[config.mk]
export PLATFORM = sky130hd
export DESIGN_NAME = gcm_instance_sequencer_flat
export DESIGN_NICKNAME = d
export VERILOG_FILES = /design/src/rtl/gcm_instance_sequencer_if.sv /design/src/rtl/gcm_instance_sequencer.sv /design/src/flat_wrapper.sv
export SDC_FILE = /design/constraint.sdc
export NUM_CORES = 1
export LEC_CHECK = 0
export CAP_MARGIN = 20
export CELL_PAD_IN_SITES_DETAIL_PLACEMENT = 1
export CELL_PAD_IN_SITES_GLOBAL_PLACEMENT = 2
export CORE_AREA = 2 2 287 289
export CTS_CLUSTER_DIAMETER = 80
export DETAILED_ROUTE_END_ITERATION = 6
export DIE_AREA = 0 0 289 291
export GPL_ROUTABILITY_DRIVEN = 0
export PLACE_DENSITY = 0.71
export RECOVER_POWER = 50
export SYNTH_ARGS = -nofsm -noshare
export SYNTH_HDL_FRONTEND = slang
export SYNTH_SLANG_ARGS = --single-unit
export TNS_END_PERCENT = 20
[constraint.sdc]
create_clock -name clk -period 2.1 [get_ports clk]
set_input_delay 0.21 -clock clk [delete_from_list [all_inputs] [get_ports clk]]
set_output_delay 0.21 -clock clk [all_outputs]
set_load 0.02 [all_outputs]
[src/rtl/gcm_instance_sequencer_if.sv]
// Descriptor, data-input and pipeline-beat bundle for gcm_instance_sequencer.
// slave = sequencer side, master = descriptor/data source and beat consumer.
interface gcm_instance_sequencer_if #(parameter int CNT_W = 16);
  logic             i_desc_valid;
  logic             o_desc_ready;
  logic [95:0]      i_desc_iv;
  logic [CNT_W-1:0] i_desc_aad_blocks;
  logic [CNT_W-1:0] i_desc_pt_blocks;
  logic             i_data_valid;
  logic             o_data_ready;
  logic [127:0]     i_data;
  logic             o_valid;
  logic [95:0]      o_iv;
  logic [127:0]     o_aad;
  logic [127:0]     o_plain_text;
  logic [127:0]     o_instance_size;
  logic             o_new_instance;
  logic             o_pt_instance;
  logic             o_last;
  logic             o_busy;

  modport slave (
    input  i_desc_valid, i_desc_iv, i_desc_aad_blocks, i_desc_pt_blocks,
    input  i_data_valid, i_data,
    output o_desc_ready, o_data_ready,
    output o_valid, o_iv, o_aad, o_plain_text, o_instance_size,
    output o_new_instance, o_pt_instance, o_last, o_busy
  );

  modport master (
    output i_desc_valid, i_desc_iv, i_desc_aad_blocks, i_desc_pt_blocks,
    output i_data_valid, i_data,
    input  o_desc_ready, o_data_ready,
    input  o_valid, o_iv, o_aad, o_plain_text, o_instance_size,
    input  o_new_instance, o_pt_instance, o_last, o_busy
  );
endinterface

[src/rtl/gcm_instance_sequencer.sv]
// Streams one AES-GCM instance (AAD, PT, length block) into the pipeline.
// Optional GCM_SEQ_PERF_EN adds saturating instance/stall counters.
module gcm_instance_sequencer #(
  parameter int CNT_W = 16
) (
  input  logic                     clk,
  input  logic                     rst,
  gcm_instance_sequencer_if.slave  bus
`ifdef GCM_SEQ_PERF_EN
  ,
  output logic [31:0]              o_instance_count,
  output logic [31:0]              o_stall_count
`endif
);

  typedef enum logic [1:0] {IDLE, AAD, PT, LEN} state_t;

  state_t           state, state_nxt;
  logic [CNT_W-1:0] aad_left, pt_left;
  logic             first_pend, pt_first_pend;
  logic             desc_hs, data_hs, emit;

  always_ff @(posedge clk) begin
    if (rst) state <= IDLE;
    else     state <= state_nxt;
  end

  always_comb begin
    state_nxt = state;
    desc_hs   = 1'b0;
    data_hs   = 1'b0;
    case (state)
      IDLE: begin
        desc_hs = bus.i_desc_valid;
        if (desc_hs) begin
          if (bus.i_desc_aad_blocks != '0)     state_nxt = AAD;
          else if (bus.i_desc_pt_blocks != '0) state_nxt = PT;
          else                                 state_nxt = LEN;
        end
      end
      AAD: begin
        data_hs = bus.i_data_valid;
        if (data_hs && aad_left == CNT_W'(1))
          state_nxt = (pt_left != '0) ? PT : LEN;
      end
      PT: begin
        data_hs = bus.i_data_valid;
        if (data_hs && pt_left == CNT_W'(1)) state_nxt = LEN;
      end
      LEN:     state_nxt = IDLE;
      default: state_nxt = IDLE;
    endcase
  end

  // Ready/busy decode straight from the state flop, so they are glitch-free.
  assign bus.o_desc_ready = (state == IDLE);
  assign bus.o_data_ready = (state == AAD) || (state == PT);
  assign bus.o_busy       = (state != IDLE);
  assign emit             = data_hs || (state == LEN);

  always_ff @(posedge clk) begin
    if (rst) begin
      bus.o_valid         <= 1'b0;
      bus.o_last          <= 1'b0;
      bus.o_new_instance  <= 1'b0;
      bus.o_pt_instance   <= 1'b0;
      bus.o_aad           <= '0;
      bus.o_plain_text    <= '0;
      bus.o_iv            <= '0;
      bus.o_instance_size <= '0;
      aad_left            <= '0;
      pt_left             <= '0;
      first_pend          <= 1'b0;
      pt_first_pend       <= 1'b0;
    end else begin
      bus.o_valid        <= emit;
      bus.o_last         <= (state == LEN);
      bus.o_new_instance <= emit && first_pend;
      bus.o_pt_instance  <= data_hs && (state == PT) && pt_first_pend;
      bus.o_aad          <= (data_hs && state == AAD) ? bus.i_data : '0;
      bus.o_plain_text   <= (data_hs && state == PT)  ? bus.i_data : '0;
      if (desc_hs) begin
        bus.o_iv            <= bus.i_desc_iv;
        // Block counts to bit lengths: x128 is a shift by 7.
        bus.o_instance_size <= {64'(bus.i_desc_aad_blocks) << 7,
                                64'(bus.i_desc_pt_blocks) << 7};
        aad_left            <= bus.i_desc_aad_blocks;
        pt_left             <= bus.i_desc_pt_blocks;
        first_pend          <= 1'b1;
        pt_first_pend       <= 1'b1;
      end else begin
        if (emit) first_pend <= 1'b0;
        if (data_hs && state == AAD) aad_left <= aad_left - CNT_W'(1);
        if (data_hs && state == PT) begin
          pt_left       <= pt_left - CNT_W'(1);
          pt_first_pend <= 1'b0;
        end
      end
    end
  end

`ifdef GCM_SEQ_PERF_EN
  always_ff @(posedge clk) begin
    if (rst) begin
      o_instance_count <= '0;
      o_stall_count    <= '0;
    end else begin
      if (state == LEN && !(&o_instance_count))
        o_instance_count <= o_instance_count + 32'd1;
      if ((state == AAD || state == PT) && !bus.i_data_valid && !(&o_stall_count))
        o_stall_count <= o_stall_count + 32'd1;
    end
  end
`endif

endmodule

[src/flat_wrapper.sv]
// flat-port wrapper written by rule: the top's interface ports become plain ports
module gcm_instance_sequencer_flat 
#(
  parameter int CNT_W = 16
)
  (clk, rst, bus_i_desc_valid, bus_i_desc_iv, bus_i_desc_aad_blocks, bus_i_desc_pt_blocks, bus_i_data_valid, bus_i_data, bus_o_desc_ready, bus_o_data_ready, bus_o_valid, bus_o_iv, bus_o_aad, bus_o_plain_text, bus_o_instance_size, bus_o_new_instance, bus_o_pt_instance, bus_o_last, bus_o_busy);
  gcm_instance_sequencer_if #(.CNT_W(CNT_W)) bus_i ();
  input  logic clk;
  input  logic rst;
  input wire logic [$bits(bus_i.i_desc_valid)-1:0] bus_i_desc_valid;
  input wire logic [$bits(bus_i.i_desc_iv)-1:0] bus_i_desc_iv;
  input wire logic [$bits(bus_i.i_desc_aad_blocks)-1:0] bus_i_desc_aad_blocks;
  input wire logic [$bits(bus_i.i_desc_pt_blocks)-1:0] bus_i_desc_pt_blocks;
  input wire logic [$bits(bus_i.i_data_valid)-1:0] bus_i_data_valid;
  input wire logic [$bits(bus_i.i_data)-1:0] bus_i_data;
  output wire logic [$bits(bus_i.o_desc_ready)-1:0] bus_o_desc_ready;
  output wire logic [$bits(bus_i.o_data_ready)-1:0] bus_o_data_ready;
  output wire logic [$bits(bus_i.o_valid)-1:0] bus_o_valid;
  output wire logic [$bits(bus_i.o_iv)-1:0] bus_o_iv;
  output wire logic [$bits(bus_i.o_aad)-1:0] bus_o_aad;
  output wire logic [$bits(bus_i.o_plain_text)-1:0] bus_o_plain_text;
  output wire logic [$bits(bus_i.o_instance_size)-1:0] bus_o_instance_size;
  output wire logic [$bits(bus_i.o_new_instance)-1:0] bus_o_new_instance;
  output wire logic [$bits(bus_i.o_pt_instance)-1:0] bus_o_pt_instance;
  output wire logic [$bits(bus_i.o_last)-1:0] bus_o_last;
  output wire logic [$bits(bus_i.o_busy)-1:0] bus_o_busy;
  assign bus_i.i_desc_valid = bus_i_desc_valid;
  assign bus_i.i_desc_iv = bus_i_desc_iv;
  assign bus_i.i_desc_aad_blocks = bus_i_desc_aad_blocks;
  assign bus_i.i_desc_pt_blocks = bus_i_desc_pt_blocks;
  assign bus_i.i_data_valid = bus_i_data_valid;
  assign bus_i.i_data = bus_i_data;
  assign bus_o_desc_ready = bus_i.o_desc_ready;
  assign bus_o_data_ready = bus_i.o_data_ready;
  assign bus_o_valid = bus_i.o_valid;
  assign bus_o_iv = bus_i.o_iv;
  assign bus_o_aad = bus_i.o_aad;
  assign bus_o_plain_text = bus_i.o_plain_text;
  assign bus_o_instance_size = bus_i.o_instance_size;
  assign bus_o_new_instance = bus_i.o_new_instance;
  assign bus_o_pt_instance = bus_i.o_pt_instance;
  assign bus_o_last = bus_i.o_last;
  assign bus_o_busy = bus_i.o_busy;
  gcm_instance_sequencer #(.CNT_W(CNT_W)) u_core (.clk(clk), .rst(rst), .bus(bus_i));
endmodule
After elaboration in Yosys (flattened, before gate mapping):

Index checks and enable logic that the tools add are counted.

* register bits after elaboration: 424
* output and inout bits: 487
* word-level logic and storage cells: 62

* add/sub/neg operators: 2
* equal/unequal tests: 8
* muxes and demuxes: 17
* bitwise logic cells: 2
* reduce and logical (&&, ||, !) cells: 20

Operator list (count)
* $mux W16: 4
* $reduce_bool A16 Y1: 3
* $eq A16 B1 Y1 const B: 2
* $sub A16 B1 Y16 const B: 2
* $mux W1: 8
* $mux W2: 4
* $pmux W2 S4: 1
* $reduce_bool A2 Y1: 4
* $logic_and A1 B1 Y1: 6
* $reduce_or A2 Y1: 3
* $eq A2 B2 Y1 const B: 2
* $ne A2 B1 Y1 const B: 2
* $reduce_and A3 Y1: 1
* $eq A2 B1 Y1 const B: 1
* $logic_not A2 Y1: 1
* $logic_or A1 B1 Y1: 2
* $ne A2 B2 Y1 const B: 1
* $not A1 Y1: 2

Logic depth before layout (Yosys ltp):

* depth in word-level cells: 6
* depth in mapped cells: 9

Least setup slack after synthesis:

OpenSTA, ideal clock, no wires.

* path kind: register to register
* from: reg u_core.state[0]
* to: reg u_core.pt_left[7]
* library setup time: 70 ps
* data arrival time: 2030 ps
* required time: 2030 ps
* setup slack: 0 ps
* cell stages (with the launch flop): 10
* clock period less this slack: 2100 ps
* path through: dfxtp_1 > inv_1 > ha_1 > and3_1 > buf_2 > nand3_1 > or4_1 > xnor2_1 > nand2_1 > a21oi_1

* longest elaborated chain between the ends: 5
* elaborated cells on any way between the ends: 9
* classes of those cells: eq/ne: 2; mux: 3; reduce/logical: 4

RTL lines
* start: declaration: line gcm_instance_sequencer.sv:18 `state_t state, state_nxt;`
* start signal: assignment: line gcm_instance_sequencer.sv:25 `else state <= state_nxt;`
* $eq A2 B2 Y1 / $eq A2 B1 Y1 (equally long branches): line gcm_instance_sequencer.sv:32, gcm_instance_sequencer.sv:94
* $reduce_or A2 Y1 (no source line)
* $mux W1: line gcm_instance_sequencer.sv:32 `case (state)`
* $logic_and A1 B1 Y1: line gcm_instance_sequencer.sv:94 `if (data_hs && state == PT) begin`
* $reduce_bool A2 Y1 (no source line)
* end signal: assignment: line gcm_instance_sequencer.sv:88 `pt_left <= bus.i_desc_pt_blocks;`
* end signal: assignment: line gcm_instance_sequencer.sv:95 `pt_left <= pt_left - CNT_W'(1);`
* end: declaration: line gcm_instance_sequencer.sv:19 `logic [CNT_W-1:0] aad_left, pt_left;`

Several ways; a longest one is shown, not always the timed one.
A chain may end at the register's enable or synchronous reset.

Worst setup path in the final report:

* from: reg u_core.aad_left[8]
* to: reg u_core.state[0]

* longest elaborated chain between the ends: 4

RTL lines
* start: declaration: line gcm_instance_sequencer.sv:19
* start signal: assignment: line gcm_instance_sequencer.sv:87 `aad_left <= bus.i_desc_aad_blocks;`
* start signal: assignment: line gcm_instance_sequencer.sv:93 `if (data_hs && state == AAD) aad_left <= aad_left - CNT_W'(1);`
* $eq A16 B1 Y1: line gcm_instance_sequencer.sv:43 `if (data_hs && aad_left == CNT_W'(1))`
* $logic_and A1 B1 Y1: line gcm_instance_sequencer.sv:43
* $ne A2 B1 Y1 (no source line)
* $reduce_and A3 Y1 (no source line)

No other way between the ends.

==> qor.yml <==
p_leak_nw: 9.47
yosysWarnings: 0
slowest_delay_ps: 570
rows: 105
cp_cell_sequence: "or4_4 > nor3_4 > nand3_2 > a221oi_4 > mux2i_1 > nor2_1"
totalWireLength_um: 58900
critPathArrivalTime_ps: 2470
wl_per_cell_um: 18.3
end_kind: "register"
ant_nets: 0
synth_flop_cell: "dfxtp_1"
dp_hpwl_um: 45900
numPortBuffers: 650
start_util_pct: 17.2
die_x_um: 289
io_pins: 747
first_pass_iters: 4
yosys.area.top_type: "dfxtp_1"
grt_pass1_vias: 12800
min_period_ps: 2010
syn2layout_area_growth_pct: 68.5
synth.avg_cell_area_sq_um: 9.70
async_reset_ff_share_pct: 0
slowest_stage: "or4_4"
h-tree-depth: 2
cts.sinks: 424
slew_viol_final: 0
crit_fanout: 4
dp.cells: 3123
finalNetCount: 2375
yosys-top-cells-count: "dfxtp_1 (424), nand2_1 (288), and2_1 (259), a21oi_1 (152), buf_4 (96)"
hp-class: "in2reg"
powerDensity_nw_per_um2: 1030
seq_area_frac_synth_pct: 60.8
num_antenna_cells: 0
tightest_slew_ps: 544
ir_drop_v: 0.000570
cts_tree: "built"
setup_viol: 0
clkTransAtPathRegs_ps: 60
drive_gt1_share_pct: 7.07
startpoint_type: "register"
utilization_pct: 29.0
dr.first_iter.drc_count: 386
cts_buffers: 51
outcome: "finished, final reports clean"
slew_headroom_pct: 63.7
synth-edff-count: 0
synth_top_area_share_pct: 60.8
antenna_found_initial: 6
cts_buffer_depth: 3
crit_type: "reg2reg"
crit_family: "simple AND/OR/NAND/NOR gates"
cap_violations: 0
fin_crit_sh_pct: 95.8
final_cells: 3219
syn-cell-area_sq_um: 14000
grt_setup_unrepaired: "no"
via_count: 12000
root_buffer: "clkbuf_16"
timing_hold_violations_final: 0
syn_inst: 1440
dieArea_sq_um: 84100
fillers: 9320
fmax_ghz: 0.497
dpl_worst_slack_ps: -113
synth.distinct_cells: 42
grt_overflow_total: 0
skew_ps: 33.4
grt_pass1_wl_um: 84200
drc: 0
clock_latency_ps: 610
grt_max_degree: 85
synth.area.top_cells: "dfxtp_1 (61%), and2_1 (12%), nand2_1 (7.7%), a21oi_1 (5.4%), buf_4 (5.2%)"
vias_per_cell: 3.72
postCtsSetupBuffers: 0
ys_ff_latch: 424
setup_tns_ps: 0
cp_num_buf_inv: 0
synth.most_common_cell: "dfxtp_1"
die_h_um: 291
grt.total_usage_pct: 13.4
required_ps: 2560
setup_slack_ps: 87.5
hold-worst-slack_ps: 159
coreArea_sq_um: 81200
placed cells by master, fill, tap and decap left out, types with 17 or more instances in the layout:
master,instances
conb_1,96
and2_1,223
xnor2_1,17
nand2_1,287
clkdlybuf4s50_1,496
dlygate4sd3_1,151
nor2_1,28
a21oi_1,152
buf_4,23
clkbuf_16,51
and2_0,35
dfxtp_1,424
clkbuf_8,18
where the power goes:
part | total, W | switching, W | leakage (nW) | internal [W]
combinational | 0.00558 | 0.00323 | 5.12 | 0.00236
sequential | 0.00924 | 0.000427 | 3.45 | 0.00881
clock | 0.00948 | 0.00372 | 0.906 | 0.00576
total | 0.0243 | 0.00738 | 9.47 | 0.0169
worst reg2reg max path, stage by stage, from the launching register on:
cell      delay [ps]
dfxtp_1          320
or4_4            570
nor3_4           190
nand3_2          150
a221oi_4         350
mux2i_1          250
nor2_1            60
sequential cells by signal, summed over array words and instances, names as in the netlist:
register and flops:
u_core.bus.o_iv 96, u_core.aad_left 16, u_core.bus.o_aad 128, u_core.bus.o_instance_size 32, u_core.bus.o_pt_instance 1, u_core.bus.o_new_instance 1
u_core.bus.o_last 1, u_core.first_pend 1, u_core.bus.o_plain_text 128, u_core.state 2, u_core.pt_left 16, u_core.bus.o_valid 1
u_core.pt_first_pend 1
layer usage:
layer	part of all wire [%]	GRT usage, %
met5	0.017	0
met4	3.4	4.63
met3	7.3	4.01
met2	51	24.3
met1	38	14.8
metrics by stage:
step	area, sq um	power (W)
finish	23500	0.0243
global placement	21700	0.0151
global route	23500	0.0255
detailed placement	21700	0.0152
floorplan	14300	0.0123
CTS	23600	0.0249
final cells by class:
| type | instances | area [sq um] | share of cell area (%) |
|---|---|---|---|
| flip-flops and latches | 424 | 8490 | 36.1 |
| repair buffers | 696 | 6980 | 29.7 |
| multi-input cells | 927 | 4860 | 20.6 |
| clock buffers | 76 | 1550 | 6.58 |
| well taps | 1070 | 1340 | 5.69 |
| clock inverters | 19 | 298 | 1.26 |
| inverters | 7 | 26.3 | 0.112 |
worst paths after layout:
kind / to / slack (ps) / start / cells after the start
setup reg to reg: u_core.state[0]$_SDFFE_PP0P_ / 90 / u_core.aad_left[8]$_SDFFE_PP0P_ / 6
setup / recovery: u_core.state[0]$_SDFFE_PP0P_ / 90 / u_core.aad_left[8]$_SDFFE_PP0P_ / 6
hold reg to reg: u_core.bus.o_iv[94]$_SDFFE_PP0P_ / 450 / u_core.bus.o_iv[94]$_SDFFE_PP0P_ / 2
hold / removal: u_core.bus.o_iv[80]$_SDFFE_PP0P_ / 160 / bus_i_desc_iv[80] / 3
repair_timing:
action / in CTS / in global routing
hold buffers: 1 / 0
endpoints found under the setup margin: 4 / 16
endpoints found under the hold margin: 27 / 0
resized for setup: 6 / 13
pin swaps: 0 / 3
kinds of logic (layout without fill, tap and decap cells):
group                      Yosys count  in the layout  share of synthesized area [%]
xor gates and xnor gates            26             26                           1.63
buffers and inverters              184            798                           7.53
muxes                                2              2                          0.143
DFF                                424            424                           60.8
other                                1             96                         0.0268
and+or+nand+nor                    622            622                           22.5
adders and majority gates            8              8                          0.716
AOI/OAI and AO/OA                  173            173                           6.67
(Power assumes the default switching activity.)
